### config.mk
export PLATFORM = sky130hd
export DESIGN_NAME = spi_slave_reply_scheduler
export DESIGN_NICKNAME = d
export VERILOG_FILES = /design/src/rtl/spi_slave_reply_scheduler_pkg.sv /design/src/rtl/spi_slave_reply_scheduler_reply_arbiter.sv /design/src/rtl/spi_slave_reply_scheduler.sv
export SDC_FILE = /design/constraint.sdc
export NUM_CORES = 1
export LEC_CHECK = 0
export CAP_MARGIN = 10
export CORE_ASPECT_RATIO = 0.9
export CORE_MARGIN = 1.5
export CORE_UTILIZATION = 40
export CTS_CLUSTER_SIZE = 12
export DETAILED_ROUTE_END_ITERATION = 12
export HOLD_SLACK_MARGIN = 0.02
export PLACE_DENSITY = 0.78
export SETUP_SLACK_MARGIN = 0.15
export SLEW_MARGIN = 15
export SYNTH_ARGS = -nofsm -noshare
export SYNTH_HDL_FRONTEND = slang
export SYNTH_SLANG_ARGS = --single-unit
### constraint.sdc
create_clock -name sys_clk -period 1.65 [get_ports sys_clk]
set_input_delay 0.33 -clock sys_clk [delete_from_list [all_inputs] [get_ports sys_clk]]
set_output_delay 0.33 -clock sys_clk [all_outputs]
set_load 0.005 [all_outputs]
### src/rtl/spi_slave_reply_scheduler_pkg.sv
// Shared definitions for the SPI slave reply scheduler: FSM state encodings,
// rx_src tags and the SS polarity helper.
package spi_slave_reply_scheduler_pkg;

   typedef enum logic [2:0] {
      StIdle  = 3'd0,
      StArmed = 3'd1,
      StBusy  = 3'd2,
      StDone  = 3'd3
   } state_e;

   localparam logic [1:0] RxSrcNone = 2'b00;
   localparam logic [1:0] RxSrcInj  = 2'b01;
   localparam logic [1:0] RxSrcFwd  = 2'b10;

   // Normalise the raw SS line to "window open".
   function automatic logic ss_is_active(input logic ss, input logic active_low);
      return active_low ? ~ss : ss;
   endfunction

endpackage

### src/rtl/spi_slave_reply_scheduler_reply_arbiter.sv
// Per-word grant between the injection and forward sources, with a starvation
// counter that forces a forward grant after STARVE_LIMIT back-to-back injects.
module spi_slave_reply_scheduler_reply_arbiter #(
   parameter int unsigned STARVE_LIMIT = 4
) (
   input  logic sys_clk,
   input  logic rst,
   input  logic load_ok,
   input  logic inj_valid,
   input  logic fwd_valid,
   output logic grant_inj,
   output logic grant_fwd
);

   localparam int unsigned CntW = $clog2(STARVE_LIMIT + 1);
   localparam logic [CntW-1:0] CntMax = CntW'(STARVE_LIMIT);

   logic [CntW-1:0] starve_q, starve_d;
   logic            force_fwd;

   // Grant decision: inject wins unless forward has been starved long enough.
   always_comb begin
      force_fwd = fwd_valid && (starve_q == CntMax);
      grant_inj = load_ok && inj_valid && !force_fwd;
      grant_fwd = load_ok && fwd_valid && !grant_inj;
   end

   // Starvation count: grows only while forward is waiting behind an inject.
   always_comb begin
      starve_d = starve_q;
      if (grant_fwd) begin
         starve_d = '0;
      end else if (grant_inj) begin
         if (!fwd_valid) begin
            starve_d = '0;
         end else if (starve_q != CntMax) begin
            starve_d = starve_q + 1'b1;
         end
      end
   end

   // Starvation counter register.
   always_ff @(posedge sys_clk) begin
      if (rst) begin
         starve_q <= '0;
      end else begin
         starve_q <= starve_d;
      end
   end

endmodule

### src/rtl/spi_slave_reply_scheduler.sv
// MISO-side owner for SpiSlaveDriver: loads one granted word per SS window,
// tracks the window through the driver handshake and reports the MOSI word.
module spi_slave_reply_scheduler
   import spi_slave_reply_scheduler_pkg::*;
#(
   parameter int unsigned               NUM_DATA_BITS = 8,
   parameter bit                        SS_ACTIVE_LOW = 1'b1,
   parameter int unsigned               STARVE_LIMIT  = 4,
   parameter logic [NUM_DATA_BITS-1:0]  IDLE_WORD     = '0
) (
   input  logic                     sys_clk,
   input  logic                     rst,
   input  logic                     ss_in,
   input  logic                     bus_ready,
   input  logic                     mosi_new_data,
   input  logic [NUM_DATA_BITS-1:0] mosi_data,
   output logic                     miso_send_enable,
   output logic [NUM_DATA_BITS-1:0] miso_data,
   input  logic                     inj_valid,
   output logic                     inj_ready,
   input  logic [NUM_DATA_BITS-1:0] inj_data,
   input  logic                     fwd_valid,
   output logic                     fwd_ready,
   input  logic [NUM_DATA_BITS-1:0] fwd_data,
   output logic                     rx_valid,
   output logic [NUM_DATA_BITS-1:0] rx_data,
   output logic [1:0]               rx_src,
   output logic                     abort_pulse
);

   state_e                   state_q, state_d;
   logic [NUM_DATA_BITS-1:0] miso_q, miso_d;
   logic                     en_q, en_d;
   logic [1:0]               src_q, src_d;
   logic                     rx_valid_q, rx_valid_d;
   logic [NUM_DATA_BITS-1:0] rx_data_q, rx_data_d;
   logic [1:0]               rx_src_q, rx_src_d;
   logic                     abort_q, abort_d;
   logic                     ss_active, load_ok, grant_inj, grant_fwd;

   assign ss_active = ss_is_active(ss_in, SS_ACTIVE_LOW);
   // An SS edge in the load cycle blocks the load; rst blocks any handshake.
   assign load_ok   = (state_q == StIdle) && bus_ready && !ss_active && !rst;

   spi_slave_reply_scheduler_reply_arbiter #(
      .STARVE_LIMIT (STARVE_LIMIT)
   ) u_arbiter (
      .sys_clk   (sys_clk),
      .rst       (rst),
      .load_ok   (load_ok),
      .inj_valid (inj_valid),
      .fwd_valid (fwd_valid),
      .grant_inj (grant_inj),
      .grant_fwd (grant_fwd)
   );

   assign inj_ready        = grant_inj;
   assign fwd_ready        = grant_fwd;
   assign miso_send_enable = en_q;
   assign miso_data        = miso_q;
   assign rx_valid         = rx_valid_q;
   assign rx_data          = rx_data_q;
   assign rx_src           = rx_src_q;
   assign abort_pulse      = abort_q;

   // Window FSM next-state and datapath updates.
   always_comb begin
      state_d    = state_q;
      miso_d     = miso_q;
      en_d       = en_q;
      src_d      = src_q;
      rx_valid_d = 1'b0;
      rx_data_d  = rx_data_q;
      rx_src_d   = rx_src_q;
      abort_d    = 1'b0;
      unique case (state_q)
         StIdle: begin
            if (ss_active) begin
               state_d = StBusy;
               en_d    = 1'b0;
               miso_d  = IDLE_WORD;
               src_d   = RxSrcNone;
            end else if (grant_inj) begin
               state_d = StArmed;
               en_d    = 1'b1;
               miso_d  = inj_data;
               src_d   = RxSrcInj;
            end else if (grant_fwd) begin
               state_d = StArmed;
               en_d    = 1'b1;
               miso_d  = fwd_data;
               src_d   = RxSrcFwd;
            end
         end
         StArmed: begin
            if (!bus_ready) state_d = StBusy;
         end
         StBusy: begin
            if (mosi_new_data) begin
               state_d    = StDone;
               rx_valid_d = 1'b1;
               rx_data_d  = mosi_data;
               rx_src_d   = src_q;
               en_d       = 1'b0;
               miso_d     = IDLE_WORD;
               src_d      = RxSrcNone;
            end else if (bus_ready && !ss_active) begin
               // SS still active means the driver's bus_ready has not caught up yet.
               abort_d = 1'b1;
               state_d = (src_q != RxSrcNone) ? StArmed : StIdle;
            end
         end
         StDone: begin
            if (bus_ready) state_d = StIdle;
         end
         default: begin
            state_d = StIdle;
         end
      endcase
   end

   // State and output registers.
   always_ff @(posedge sys_clk) begin
      if (rst) begin
         state_q    <= StIdle;
         miso_q     <= IDLE_WORD;
         en_q       <= 1'b0;
         src_q      <= RxSrcNone;
         rx_valid_q <= 1'b0;
         rx_data_q  <= '0;
         rx_src_q   <= RxSrcNone;
         abort_q    <= 1'b0;
      end else begin
         state_q    <= state_d;
         miso_q     <= miso_d;
         en_q       <= en_d;
         src_q      <= src_d;
         rx_valid_q <= rx_valid_d;
         rx_data_q  <= rx_data_d;
         rx_src_q   <= rx_src_d;
         abort_q    <= abort_d;
      end
   end

endmodule
======== After elaboration in Yosys (flattened, before gate mapping) ========
Cells that the tools add are included.
operators by class
  $lt $le $gt $ge ......................... 0
  multiply operators ...................... 0
  bitwise gates (word level) .............. 1
  reductions and logical operators ........ 22
  shifts and indexed selects .............. 0
  divide/modulo/power cells ............... 0
  mux-type cells .......................... 28
  eq/ne operators ......................... 11
  add/sub/neg operators ................... 1
operators with widths
  operator                                                                 number
  8-bit two-way mux                                                        4
  3-bit two-way mux                                                        9
  8-bit one-hot mux with 2 select lines                                    1
  3-bit one-hot mux with 4 select lines                                    1
  1-bit logical AND                                                        9
  2-bit two-way mux                                                        4
  1-bit two-way mux                                                        7
  3-bit by 2-bit equality test with 1-bit output, second input constant    2
  2-bit inequality test, second input constant                             3
  3-bit inequality test, second input constant                             2
  4-bit inequality test, second input constant                             1
  2-bit one-hot mux with 2 select lines                                    1
  2-bit AND reduction                                                      2
  4-bit AND reduction                                                      1
  2-bit nonzero test                                                       2
  2-bit OR reduction                                                       2
  3-bit by 1-bit adder with 3-bit output, second input constant            1
  3-bit by 1-bit equality test with 1-bit output, second input constant    1
  3-bit equality test, second input constant                               1
  1-bit zero test                                                          3
  3-bit zero test                                                          1
  3-bit AND reduction                                                      1
  3-bit OR reduction                                                       1
  2-bit by 1-bit inequality test with 1-bit output, second input constant  1
  other kinds (2)                                                          2
word-level totals
  output and inout bits ................... 23
  bits in latches ......................... 0
  memories kept ........................... 0
  bits in writable memories ............... 0
  word-level logic and storage cells ...... 72
  input port bits ......................... 31
  register bits ........................... 29
  ROM bits ................................ 0

======== Longest topological paths before layout ========
  depth in word-level cells ............... 12
  mapped depth ............................ 7
  depth with buffers taken out ............ 6

======== Cells and area by module ========
From an unflattened synthesis, not the netlist that was laid out.
unflattened totals
  cells, all modules ...................... 145
  area total of the unflattened synthesis .. 1393.8 sq um
modules (own cells, without submodules)
  module                                   seq. area each (sq um)  area an instance (sq um)  times used  cells an instance
  spi_slave_reply_scheduler                500.5                   1192.4                    1           121
  spi_slave_reply_scheduler_reply_arbiter  60.1                    201.4                     1           24

======== Least setup slack after synthesis ========
No wires, ideal clock.
  path kind ............................... input -> output
  from .................................... input port rst
  to ...................................... output port fwd_ready
  setup slack ............................. 0.163 ns
  data required time ...................... 1.320 ns
  stages .................................. 4
  path buffers ............................ 1
  arrival ................................. 1.157 ns
  path through ............................ buf_6 nand2b_4 nor3_1 and3_1
on the way
  longest elaborated chain between the ends .. 6
  elaborated cells on any way between the ends .. 7
  those cells by class .................... reduce/logical (7)
ends and longest elaborated chain
  item                            line                                           source
  from (decl)                     spi_slave_reply_scheduler.sv:12                input logic rst,
  1-bit zero test *               spi_slave_reply_scheduler.sv:43                assign load_ok = (state_q == StIdle) && bus_ready && !ss_active && !rst;
  1-bit logical AND *             spi_slave_reply_scheduler.sv:43
  1-bit logical AND (2 in a row)  spi_slave_reply_scheduler_reply_arbiter.sv:24  grant_inj = load_ok && inj_valid && !force_fwd;
  1-bit zero test                 spi_slave_reply_scheduler_reply_arbiter.sv:25  grant_fwd = load_ok && fwd_valid && !grant_inj;
  1-bit logical AND *             spi_slave_reply_scheduler_reply_arbiter.sv:25
  to (decl)                       spi_slave_reply_scheduler.sv:23                output logic fwd_ready,
Every way passes the cells marked *; elsewhere a longest branch is shown, timed or not.

======== Worst setup path after layout ========
  from .................................... register u_arbiter.starve_q[0]
  to ...................................... output port inj_ready
on the way
  longest elaborated chain between the ends .. 4
ends and longest elaborated chain
  item                    line                                           source
  from (decl)             spi_slave_reply_scheduler_reply_arbiter.sv:18  logic [CntW-1:0] starve_q, starve_d;
  from (signal assigned)  spi_slave_reply_scheduler_reply_arbiter.sv:47  starve_q <= starve_d;
  3-bit equality test     spi_slave_reply_scheduler_reply_arbiter.sv:23  force_fwd = fwd_valid && (starve_q == CntMax);
  1-bit logical AND       spi_slave_reply_scheduler_reply_arbiter.sv:23
  1-bit zero test         spi_slave_reply_scheduler_reply_arbiter.sv:24
  1-bit logical AND       spi_slave_reply_scheduler_reply_arbiter.sv:24
  to (decl)               spi_slave_reply_scheduler.sv:20                output logic inj_ready,
Every way passes these cells.

==> impl_metrics.tcl <==
set metrics [dict create \
    yosys.cell_types.count 32 \
    cts-root-buf "clkbuf_4" \
    syn_inst 114 \
    critical_path.max_fanout 3 \
    gr-usage-met2 0.380 \
    die-area_um2 3270 \
    wirelength_um 3110 \
    clock_path_buffers 2 \
    post-route-period-util 1.01 \
    layout.nets 234 \
    start_util 0.424 \
    yosysSeqAreaShare 0.477 \
    wl_per_cell_um 13.0 \
    cp.required_ps 1320 \
    yosys.area.top_type_share 0.477 \
    n_antenna_cell 0 \
    synth_area_um2 1170 \
    reg2regPathDepth 6 \
    drt-pass1-iter-count 4 \
    synthesis.nets 147 \
    rows 18 \
    syn_to_final_growth_pct 83.2 \
    setup_ws_ps -18.8 \
    setup-violations-final 2 \
    avgViaCountPerCell 4.80 \
    fin_skew_ps 3.96 \
    min_from "miso_data[7]" \
    cts.sinks 28 \
    relSlewSlack 0.796 \
    worstMarginPinSlew_ps 302 \
    drt-initial-drc-count 11 \
    grt_util_all_layers 0.202 \
    hold_end "miso_data[7]" \
    grt_pass1_wl_um 4970 \
    dp_hpwl_um 2360 \
    period_minus_slack_ps 1670 \
    n_fill_cell 194 \
    io_pins 54 \
    synthTopCellsByArea "dfxtp_1 48%, mux2i_1 15%, o2bb2ai_1 6.0%, nor2_1 4.8%, ha_1 2.1%" \
    arrival_ps 1340 \
    yosysWarnings 0 \
    rsz0062_at_grt "true" \
    synth_edf_count 0 \
    drive_above_1_share 0.450 \
    cts_made_buffers 3 \
    netlist_top_cells_count "28 x dfxtp_1, 18 x mux2i_1, 15 x nor2_1" \
    clk_pin_slew_ps 140 \
    synth_most_common_cell "dfxtp_1" \
    fin_util 0.777 \
    ir_worst_vdd_mv 0.605 \
    slowest_stage "dfxtp_2" \
    end_kind "output pin" \
    violations "setup timing" \
    r2r_slack_ps 20 \
    holdPathStages 1 \
    final_hold_viol_count 0 \
    synth_seq_cells 28 \
    r2r_end "state_q[0]" \
    p_total_mw 1.35 \
    fmax_mhz 599 \
    critPathLaunchType "flop" \
    status "finished with violations" \
    synth.avg_cell_area_um2 10.3 \
    grtUsageMet3 0.0615 \
    synth_flop_cell "dfxtp_1" \
    grt.busiest_layer "met2" \
    portBuffers 53 \
    p_leak_nw 1.09 \
    core-area_um2 2770 \
    vias 1152 \
    crit_chain "inv_2 -> ha_4 -> nand3_2 -> nand2_2 -> buf_6 -> nor2_4 -> buf_2" \
    die_h_um 54.4 \
    max-cap-violations 0 \
    cellPowerDensity_nw_per_um2 627 \
    grt.overflow.total 0 \
    yosysTopAreaCell "dfxtp_1" \
    drv_slew 0 \
    die_w_um 60.1 \
    grt_pass1_vias 1161 \
    antenna_found_initial 0 \
    hold_path.class "reg -> reg" \
    postRouteAntennaNets 0 \
    drc 0 \
    gp_congestion 0.756 \
    slowest_delay_ps 360 \
    reg2reg_from "state_q[0]" \
    synthArstFlopShare 0 \
    grt_max_degree 18 \
    cts_hold_buffers 0 \
    cts_tree "yes" \
    use_met1 0.224 \
    ctsHtreeMaxLevel 1 \
    clock_latency_ps 320 \
    crit_type "reg -> out" \
]
==> worst max-delay path by stage <==
stage / slack, ps / to / start / cells after the start
after detailed placement: -660 / fwd_ready / bus_ready / 5
final: -20 / inj_ready / u_arbiter.starve_q[0] / 7
after global routing: -90 / fwd_ready / u_arbiter.starve_q[0] / 6
after floorplan: 160 / fwd_ready / rst / 4
after global placement: -600 / fwd_ready / rst / 5
after CTS: -80 / fwd_ready / state_q[0] / 5
==> cell type report <==
class	count	area, um2	area share
tap	40	50.0	0.0233
inverter	4	15.0	0.00698
timing repair buffer	88	782	0.363
multi-input combinational	76	681	0.316
sequential	28	588	0.273
clock buffer	4	36.3	0.0169
==> per-stage QoR <==
step                area (um2)  TNS, ps  cells  setup slack (ps)  hold slack (ps)
finish                    2150    -35.7    240             -18.8              476
global route              2150     -524    240             -93.9              492
CTS                       2100     -213    239             -76.8              479
detailed placement        1880    -5860    223              -656              453
global placement          1880    -5270    223              -598              445
floorplan                 1170        0    114               163              407
==> flip-flops by register name, indices dropped and copies added (netlist names) <==
register / flops
rx_src: 2
miso_send_enable: 1
src_q: 2
state_q: 2
u_arbiter.starve_q: 3
miso_data: 8
rx_valid: 1
rx_data: 8
abort_pulse: 1
==> layout by cell type (no fill, tap or decap), types with 3 or more instances in the layout <==
master / instances
buf_4: 31
clkdlybuf4s50_1: 27
dlygate4sd2_1: 22
dfxtp_2: 22
mux2i_1: 18
nor2_1: 13
o2bb2ai_2: 8
dfxtp_1: 6
buf_6: 5
inv_2: 3
clkbuf_4: 3
==> critical path, delay by kind of cell, from the launching register on <==
family	cells	cell delay, ps
fa+ha+maj	1	150
flops	1	360
buf+inv	3	290
simple gates	3	210
==> cell families (layout without fill, tap and decap cells) <==
logic type      count (synthesis)  count (layout)  share of synthesized area
simple gates                   33              33                      0.151
flops                          28              28                      0.477
compound gates                 23              23                      0.150
mux                            18              18                      0.153
buf+inv                        10              96                     0.0469
fa+ha+maj                       2               2                     0.0213
==> power by group <==
| part | total (mW) | internal, mW | switching, mW | leakage (nW) |
|---|---|---|---|---|
| combinational | 0.305 | 0.186 | 0.119 | 0.836 |
| sequential | 0.719 | 0.705 | 0.0146 | 0.238 |
| clock | 0.326 | 0.135 | 0.191 | 0.0210 |
==> metal layers <==
metal  up-vias  share of wire
li1        579              -
met1       532           0.40
met2        39           0.53
met3         2          0.070
met4         0         0.0035
met5         -              0
==> repair_timing <==
| action | in CTS | in global routing |
|---|---|---|
| pin swaps | 17 | 6 |
| buffers inserted | 12 | 1 |
| gates resized for setup | 75 | 11 |
| setup endpoints to repair | 35 | 17 |
(Power assumes the default switching activity.)
